`src/rtl/chess_pkg.sv`:
```
// Shared definitions for the chess game clock: turn-sequencer state encoding,
// player encoding and generic on/off and true/false constants.
package chess_pkg;

  typedef enum logic [1:0] {
    IDLE       = 2'd0,
    WHITE_TURN = 2'd1,
    BLACK_TURN = 2'd2,
    GAME_OVER  = 2'd3
  } state_t;

  localparam logic WHITE_PLAYER = 1'b1;
  localparam logic BLACK_PLAYER = 1'b0;

  localparam logic ON    = 1'b1;
  localparam logic OFF   = 1'b0;
  localparam logic TRUE  = 1'b1;
  localparam logic FALSE = 1'b0;

endpackage

```
`src/rtl/second_prescaler.sv`:
```
// One-second prescaler for the game clock.
// Counts 0..CLOCK_FREQUENCY-1 while Enable is high and holds otherwise.
// Ports:
//   clock    in   system clock
//   resetApp in   asynchronous active-high reset
//   Enable   in   count this cycle
//   Clear    in   restart the second from zero (wins over Enable)
//   Tick     out  high in the cycle whose edge wraps the count back to zero
module second_prescaler
  import chess_pkg::*;
#(
  parameter int unsigned CLOCK_FREQUENCY = 50_000_000
) (
  input  logic clock,
  input  logic resetApp,
  input  logic Enable,
  input  logic Clear,
  output logic Tick
);

  localparam int unsigned CW = (CLOCK_FREQUENCY > 1) ? $clog2(CLOCK_FREQUENCY) : 1;
  localparam logic [CW-1:0] LAST = CW'(CLOCK_FREQUENCY - 1);

  logic [CW-1:0] count;

  // Combinational so the owner can act on the wrap at the same edge the
  // count returns to zero; the owner registers its own tick output.
  assign Tick = (Enable == ON) && (count == LAST);

  always_ff @(posedge clock or posedge resetApp) begin
    if (resetApp) begin
      count <= '0;
    end else if (Clear) begin
      count <= '0;
    end else if (Enable) begin
      count <= Tick ? '0 : count + 1'b1;
    end
  end

endmodule

```
`src/rtl/chess_turn_timer.sv`:
```
// Turn sequencer and per-player game clock for the timed chess game.
// Ports:
//   clock         in   system clock
//   resetApp      in   asynchronous active-high reset
//   StartGame     in   pulse, starts/restarts a game from IDLE or GAME_OVER
//   PauseSwitch   in   level, freezes clocks and blocks moves
//   MoveDone      in   pulse, current player completed a legal move
//   KingCaptured  in   pulse, current player's move captured the opposing king
//   Player        out  side to move (1 = white, 0 = black)
//   WhiteSeconds  out  white's remaining seconds
//   BlackSeconds  out  black's remaining seconds
//   MoveEnable    out  board input may be accepted
//   GameOver      out  game has ended
//   Winner        out  winning side, valid while GameOver
//   SecondTick    out  one-cycle pulse per elapsed second of the active clock
module chess_turn_timer
  import chess_pkg::*;
#(
  parameter int unsigned CLOCK_FREQUENCY   = 50_000_000,
  parameter int unsigned START_SECONDS     = 300,
  parameter int unsigned INCREMENT_SECONDS = 0,
  parameter int unsigned TIME_WIDTH        = 10
) (
  input  logic                  clock,
  input  logic                  resetApp,
  input  logic                  StartGame,
  input  logic                  PauseSwitch,
  input  logic                  MoveDone,
  input  logic                  KingCaptured,
  output logic                  Player,
  output logic [TIME_WIDTH-1:0] WhiteSeconds,
  output logic [TIME_WIDTH-1:0] BlackSeconds,
  output logic                  MoveEnable,
  output logic                  GameOver,
  output logic                  Winner,
  output logic                  SecondTick
);

  localparam logic [TIME_WIDTH-1:0] START_T = TIME_WIDTH'(START_SECONDS);
  localparam longint unsigned       TMAX    = (64'd1 << TIME_WIDTH) - 64'd1;
  // Increment clamped to the counter range so the add below cannot lose a carry.
  localparam logic [TIME_WIDTH:0]   INC     = (INCREMENT_SECONDS > TMAX) ?
                                              (TIME_WIDTH+1)'(TMAX) :
                                              (TIME_WIDTH+1)'(INCREMENT_SECONDS);

  state_t                state;
  logic                  running;
  logic                  idle_like;
  logic                  tick;
  logic                  clear;
  logic                  timeout;
  logic [TIME_WIDTH-1:0] active_time;
  logic [TIME_WIDTH-1:0] dec_time;
  logic [TIME_WIDTH-1:0] inc_time;
  logic [TIME_WIDTH:0]   sum;

  assign running   = ((state == WHITE_TURN) || (state == BLACK_TURN)) && !PauseSwitch;
  assign idle_like = (state == IDLE) || (state == GAME_OVER);

  always_comb begin
    active_time = (Player == WHITE_PLAYER) ? WhiteSeconds : BlackSeconds;
    // A tick in the same cycle as a move is applied before the increment.
    dec_time    = (tick && (active_time != '0)) ? active_time - 1'b1 : active_time;
    sum         = {1'b0, dec_time} + INC;
    inc_time    = sum[TIME_WIDTH] ? '1 : sum[TIME_WIDTH-1:0];
    timeout     = tick && (active_time <= TIME_WIDTH'(1));
    clear       = (idle_like && StartGame) ||
                  (running && MoveDone && !timeout && !KingCaptured);
  end

  second_prescaler #(
    .CLOCK_FREQUENCY(CLOCK_FREQUENCY)
  ) u_prescaler (
    .clock   (clock),
    .resetApp(resetApp),
    .Enable  (running),
    .Clear   (clear),
    .Tick    (tick)
  );

  always_ff @(posedge clock or posedge resetApp) begin
    if (resetApp) begin
      state        <= IDLE;
      Player       <= WHITE_PLAYER;
      WhiteSeconds <= START_T;
      BlackSeconds <= START_T;
      MoveEnable   <= OFF;
      GameOver     <= FALSE;
      Winner       <= BLACK_PLAYER;
      SecondTick   <= OFF;
    end else begin
      SecondTick <= tick;
      case (state)
        IDLE, GAME_OVER: begin
          if (StartGame) begin
            state        <= WHITE_TURN;
            Player       <= WHITE_PLAYER;
            WhiteSeconds <= START_T;
            BlackSeconds <= START_T;
            GameOver     <= FALSE;
            Winner       <= BLACK_PLAYER;
            MoveEnable   <= !PauseSwitch;
          end
        end
        WHITE_TURN, BLACK_TURN: begin
          if (!running) begin
            MoveEnable <= OFF;
          end else if (timeout) begin
            // Final tick outranks any move in the same cycle.
            if (Player == WHITE_PLAYER) WhiteSeconds <= '0;
            else                        BlackSeconds <= '0;
            state      <= GAME_OVER;
            GameOver   <= TRUE;
            Winner     <= !Player;
            MoveEnable <= OFF;
          end else if (KingCaptured) begin
            if (Player == WHITE_PLAYER) WhiteSeconds <= dec_time;
            else                        BlackSeconds <= dec_time;
            state      <= GAME_OVER;
            GameOver   <= TRUE;
            Winner     <= Player;
            MoveEnable <= OFF;
          end else if (MoveDone) begin
            if (Player == WHITE_PLAYER) WhiteSeconds <= inc_time;
            else                        BlackSeconds <= inc_time;
            Player     <= !Player;
            state      <= (state == WHITE_TURN) ? BLACK_TURN : WHITE_TURN;
            MoveEnable <= ON;
          end else begin
            if (Player == WHITE_PLAYER) WhiteSeconds <= dec_time;
            else                        BlackSeconds <= dec_time;
            MoveEnable <= ON;
          end
        end
        default: state <= IDLE;
      endcase
    end
  end

endmodule

```
`config.mk`:
```
export PLATFORM = sky130hd
export DESIGN_NAME = chess_turn_timer
export DESIGN_NICKNAME = d
export VERILOG_FILES = /design/src/rtl/chess_pkg.sv /design/src/rtl/second_prescaler.sv /design/src/rtl/chess_turn_timer.sv
export SDC_FILE = /design/constraint.sdc
export NUM_CORES = 1
export LEC_CHECK = 0
export CORE_MARGIN = 2
export CORE_UTILIZATION = 45
export CTS_CLUSTER_DIAMETER = 200
export DETAILED_ROUTE_END_ITERATION = 16
export DONT_BUFFER_PORTS = 1
export HOLD_SLACK_MARGIN = 0.08
export PLACE_DENSITY = 0.65
export SYNTH_ARGS = -nofsm -noshare
export SYNTH_HDL_FRONTEND = slang
export SYNTH_SLANG_ARGS = --single-unit
```
`constraint.sdc`:
```
create_clock -name clock -period 6.8 [get_ports clock]
set_input_delay 2.04 -clock clock [delete_from_list [all_inputs] [get_ports clock]]
set_output_delay 2.04 -clock clock [all_outputs]
set_load 0.03 [all_outputs]
```
**Word level (Yosys, flattened, before mapping)**

Index checks and enable logic that the tools add are counted.

- Logic and storage cells: 95
- Bits in registers: 53
- Output and inout port bits: 25
- Bits of input ports: 6

- Order comparisons: 1
- Equality and inequality tests: 15
- Reduce and logical (&&, ||, !) cells: 25
- Multiplexer cells: 43
- $add $sub $neg: 2

Operator list:

| kind | number |
|---|---|
| two-way mux 10 bit | 11 |
| two-way mux 26 bit | 3 |
| case mux 10 bit (2 select lines) | 2 |
| adder 26 x 1 -> 26 bit, second input constant | 1 |
| == test 26 bit, second input constant | 1 |
| two-way mux 1 bit | 16 |
| two-way mux 2 bit | 6 |
| inequality test 4 bit, second input constant | 3 |
| less-or-equal comparator 10 x 1 -> 1 bit, second input constant | 1 |
| inequality test 2 bit, second input constant | 5 |
| nonzero test 10 bit | 1 |
| subtractor 10 x 1 -> 10 bit, second input constant | 1 |
| inequality test 3 bit, second input constant | 3 |
| logical AND 1 bit | 8 |
| case mux 1 bit (2 select lines) | 4 |
| AND reduction 4 bit | 2 |
| AND reduction 3 bit | 2 |
| AND reduction 5 bit | 1 |
| == test 2 bit, second input constant | 2 |
| zero test 1 bit | 4 |
| case mux 2 bit (2 select lines) | 1 |
| OR reduction 2 bit | 2 |
| logical OR 1 bit | 3 |
| == test 2 x 1 -> 1 bit, second input constant | 1 |
| 2 further kinds | 2 |

**Depth between registers and ports, before layout**

- Depth after elaboration: 10
- Gate-level depth with buffers: 12
- Gate-level depth less buffers: 9

**Modules after synthesis**

Synthesis repeated with hierarchy kept, for this count alone.

- Cell total of the unflattened synthesis: 359
- Area, all modules: 3328.2 µm²

Modules (own cells, without submodules):

| module | sequential area each (µm²) | instances | area each (µm²) | cells an instance |
|---|---|---|---|---|
| chess_turn_timer | 686.9 | 1 | 1793.0 | 183 |
| second_prescaler | 650.6 | 1 | 1535.2 | 176 |

**Worst setup path before layout**

OpenSTA, ideal clock, no wires.

- Path kind: input-to-reg
- Start: input PauseSwitch
- End: register BlackSeconds[8]
- Required time: 6.718 ns
- Setup slack: 2.702 ns
- Data arrival time: 4.016 ns
- Buffers on the path: 1
- Library setup time: 0.082 ns
- Cell stages on the path: 7
- Cell sequence: nor4b_4 nand4_1 or4_1 buf_2 or4_4 a21o_1 a211o_1

- Cells in the longest elaborated chain, start to end: 9
- Elaborated cells between the ends (all ways): 14
- Classes of those cells: eq/ne (3); mux (5); reduce/logical (6)

Ends and longest elaborated chain:

| what | RTL line | RTL |
|---|---|---|
| start, declared | chess_turn_timer.sv:27 | `input logic PauseSwitch,` |
| zero test 1 bit (*) | chess_turn_timer.sv:57 | `assign running = ((state == WHITE_TURN) \|\| (state == BLACK_TURN)) && !PauseSwitch;` |
| logical AND 1 bit (*) | chess_turn_timer.sv:57 |  |
| logical AND 1 bit | second_prescaler.sv:28 | `assign Tick = (Enable == ON) && (count == LAST);` |
| logical AND 1 bit | chess_turn_timer.sv:63 | `dec_time = (tick && (active_time != '0)) ? active_time - 1'b1 : active_time;` |
| two-way mux 10 bit | chess_turn_timer.sv:63 |  |
| two-way mux 10 bit | chess_turn_timer.sv:117, chess_turn_timer.sv:124, chess_turn_timer.sv:130 |  |
| two-way mux 10 bit | chess_turn_timer.sv:108 | `end else if (timeout) begin` |
| two-way mux 10 bit | chess_turn_timer.sv:106 | `if (!running) begin` |
| case mux 10 bit (2 select lines) | chess_turn_timer.sv:93 | `case (state)` |
| end signal, assigned | chess_turn_timer.sv:118 | `else BlackSeconds <= dec_time;` |
| end signal, assigned | chess_turn_timer.sv:125 | `else BlackSeconds <= inc_time;` |
| end signal, assigned | chess_turn_timer.sv:131 | `else BlackSeconds <= dec_time;` |
| end, declared | chess_turn_timer.sv:32 | `output logic [TIME_WIDTH-1:0] BlackSeconds,` |

Mark *: on every way between the ends. The rest lies on a longest branch, timed or not. The select of a mux whose other input is x is not followed.
A chain may end at the register's enable or synchronous reset.

**Final worst setup path**

- Start: input PauseSwitch
- End: register WhiteSeconds[8]

- Cells in the longest elaborated chain, start to end: 9
- Elaborated cells between the ends (all ways): 14
- Classes of those cells: eq/ne (3); mux (5); reduce/logical (6)

Ends and longest elaborated chain:

| what | RTL line | RTL |
|---|---|---|
| zero test 1 bit (*) | chess_turn_timer.sv:57 |  |
| logical AND 1 bit (*) | chess_turn_timer.sv:57 |  |
| logical AND 1 bit | second_prescaler.sv:28 |  |
| logical AND 1 bit | chess_turn_timer.sv:63 |  |
| two-way mux 10 bit | chess_turn_timer.sv:63 |  |
| two-way mux 10 bit | chess_turn_timer.sv:117, chess_turn_timer.sv:124, chess_turn_timer.sv:130 |  |
| two-way mux 10 bit | chess_turn_timer.sv:108 |  |
| two-way mux 10 bit | chess_turn_timer.sv:106 |  |
| case mux 10 bit (2 select lines) | chess_turn_timer.sv:93 |  |
| end signal, assigned | chess_turn_timer.sv:117 | `if (Player == WHITE_PLAYER) WhiteSeconds <= dec_time;` |
| end signal, assigned | chess_turn_timer.sv:124 | `if (Player == WHITE_PLAYER) WhiteSeconds <= inc_time;` |
| end signal, assigned | chess_turn_timer.sv:130 | `if (Player == WHITE_PLAYER) WhiteSeconds <= dec_time;` |
| end, declared | chess_turn_timer.sv:31 | `output logic [TIME_WIDTH-1:0] WhiteSeconds,` |

Marked as above.

==> impl_metrics.env <==
export IMPL_postSynthCellCount=365
export IMPL_hold_viol=0
export IMPL_hpwl_um=6050
export IMPL_place_gp_congestion=0.934
export IMPL_grt_pass1_vias=2721
export IMPL_slowest_stage="or4_1"
export IMPL_grt_antenna_before_repair=0
export IMPL_layout_common_cells="44 x dfrtp_1, 37 x nand2_1, 34 x o21ai_0"
export IMPL_core_area_um2=6870
export IMPL_peakVddDrop_mv=0.233
export IMPL_status="finished, final reports clean"
export IMPL_timing_final_crit_share=0.637
export IMPL_grt_max_degree=54
export IMPL_htreeDepth=2
export IMPL_io_buffers=0
export IMPL_cp_end_kind="flop"
export IMPL_route_detailed_drc=0
export IMPL_firstDrtPassIters=5
export IMPL_ys_warnings_count=0
export IMPL_start_kind="input port"
export IMPL_path_max_fanout=20
export IMPL_die_area_um2=7870
export IMPL_avgViaCountPerCell=6.35
export IMPL_die_w_um=88.7
export IMPL_p_per_area_nw_per_um2=294
export IMPL_clock_skew_ns=0.0132
export IMPL_fin_crit_ns=4.33
export IMPL_diodes=0
export IMPL_slowest_delay_ns=0.66
export IMPL_cts_root_buf="clkbuf_8"
export IMPL_clkTransAtPathRegs_ns=0.11
export IMPL_yosysSeqAreaShare=0.414
export IMPL_min_path_type="flop to flop"
export IMPL_routed_wirelength_um=8450
export IMPL_fin_setup_tns_ns=0
export IMPL_cts_buffer_depth=2
export IMPL_fp_dieH_um=88.7
export IMPL_clk_latency_ns=0.31
export IMPL_grt_first_pass_wirelength_um=13800
export IMPL_ant_nets=0
export IMPL_crit_buf_inv=1
export IMPL_relSlewSlack=0.300
export IMPL_final_core_util=0.497
export IMPL_cts_sink_count=53
export IMPL_ioPinCount=31
export IMPL_ys_flop_type="dfrtp_1"
export IMPL_synth_seq_cells=53
export IMPL_cts_tree="yes"
export IMPL_gr_total_overflow=0
export IMPL_num_nets_final=371
export IMPL_finalSetupViolations=0
export IMPL_fillers=661
export IMPL_hold_buffers=0
export IMPL_max_cap_violations=0
export IMPL_yosysUniqueCellTypes=58
export IMPL_layout_drive_gt1_share=0.0914
export IMPL_postCtsResizedCells=0
export IMPL_cp_arrival_ns=4.58
export IMPL_synthArstFlopShare=1.00
export IMPL_num_vias=2900
export IMPL_timing_hold_ws_ns=0.507
export IMPL_cp_top_family="simple AND/OR/NAND/NOR gates"
export IMPL_crit_type="input port to flop"
export IMPL_slew_violations=0
export IMPL_leakage_nw=1.37
export IMPL_cts_setup_buffers=0
export IMPL_drtIter0Drc=239
export IMPL_syn_to_final_growth_pct=5.66
export IMPL_syn_area_per_cell_um2=8.84
export IMPL_start_util=0.470
export IMPL_syn_nets=376
export IMPL_fmax_mhz=231
export IMPL_critical_path_required_ns=7.05
export IMPL_layout_cells_most_common="dfrtp_1"
export IMPL_cp_cell_sequence="nor4b_4 -> nand4_1 -> or4_1 -> inv_1 -> nand2_1 -> a21o_1 -> a211o_1"
export IMPL_grt_use_total=0.225
export IMPL_wl_per_cell_um=18.5
export IMPL_synth_edf_count=0
export IMPL_row_count=30
export IMPL_worst_pin_slew_ns=1.04
export IMPL_syn_cell_area_um2=3230
export IMPL_grt_setup_unrepaired="no"
export IMPL_numCtsBuffers=5
[registers in the layout, indices dropped and copies added (netlist names), 2 cells and up]
name               count
WhiteSeconds          10
BlackSeconds          10
u_prescaler.count     26
state                  2
[worst paths after layout]
path,slack (ns),to,start,cells after the start
max reg2reg,3.21,WhiteSeconds[8],Player,7
max,2.47,WhiteSeconds[8],PauseSwitch,7
min,0.51,state[1],state[1],1
min reg2reg,0.51,state[1],state[1],1
min in group asynchronous,1.78,u_prescaler.count[24],resetApp,2
max in group asynchronous,4.56,WhiteSeconds[0],resetApp,2
[worst register-to-register path, stage by stage, from the launching register on]
cell and delay, ns:
dfstp_2 1.00, mux2i_1 0.48, ha_1 0.36, nor2_1 0.10, nor3_1 0.64, nand2_1 0.41
a21o_1 0.26, a211o_1 0.29
[power breakdown]
group	internal (mW)	switching, mW	leakage (nW)	total (mW)
Combinational	0.113	0.284	0.625	0.397
Clock	0.0848	0.110	0.0518	0.195
Sequential	0.342	0.0680	0.696	0.410
Total	0.540	0.462	1.37	1.00
[per-layer routing]
layer | routed length (um) | GRT usage | part of all wire
met5 | 0 | 0 | 0
met3 | 483 | 0.0392 | 0.057
met2 | 3770 | 0.330 | 0.45
met1 | 4150 | 0.350 | 0.49
met4 | 56 | 0.0386 | 0.0066
[area by class of cell]
cell class | count | area [um2] | area share
multi-input cells | 284 | 1780 | 0.522
flip-flops and latches | 53 | 1340 | 0.392
well taps | 96 | 120 | 0.0352
clock buffers | 6 | 82.6 | 0.0242
inverters | 13 | 48.8 | 0.0143
repair buffers | 3 | 22.5 | 0.00660
clock inverters | 2 | 17.5 | 0.00514
[cells in the mapped netlist, types with 5 or more instances]
library cell	number	area [um2]
or3_1	7	43.8
xor2_1	5	43.8
a21oi_1	13	65.1
a31oi_1	7	43.8
o21ai_0	34	170
nor2_1	30	113
nor3_1	13	65.1
nand4_1	11	68.8
and4_1	5	43.8
clkbuf_1	10	37.5
mux2i_1	9	90.1
or4_1	6	45.0
and3_1	9	56.3
ha_1	5	62.6
nor4_1	9	56.3
nand3_1	12	60.1
dfstp_2	9	236
inv_1	13	48.8
dfrtp_1	44	1100
nand2_1	37	139
o31ai_1	5	37.5
nor3b_1	8	60.1
[metrics by stage]
| stage | setup WS, ns | std cells | total power [mW] | instance area [um2] |
|---|---|---|---|---|
| after floorplan | 2.70 | 365 | 0.690 | 3230 |
| after global placement | 2.28 | 449 | 0.803 | 3310 |
| after detailed placement | 2.17 | 449 | 0.806 | 3310 |
| after CTS | 2.50 | 457 | 1.00 | 3410 |
| after global routing | 2.34 | 457 | 1.07 | 3410 |
| final | 2.47 | 457 | 1.00 | 3410 |
[cell families (layout without fill, tap and decap cells)]
group	Yosys count	in the layout	synth area share
and+or+nand+nor	166	166	0.289
AOI/OAI and AO/OA	92	92	0.180
DFF	53	53	0.414
buffers and inverters	28	24	0.0337
muxes	13	13	0.0419
xor gates and xnor gates	8	8	0.0217
adders and majority gates	5	5	0.0194
Power figures use the tool's default switching activity.
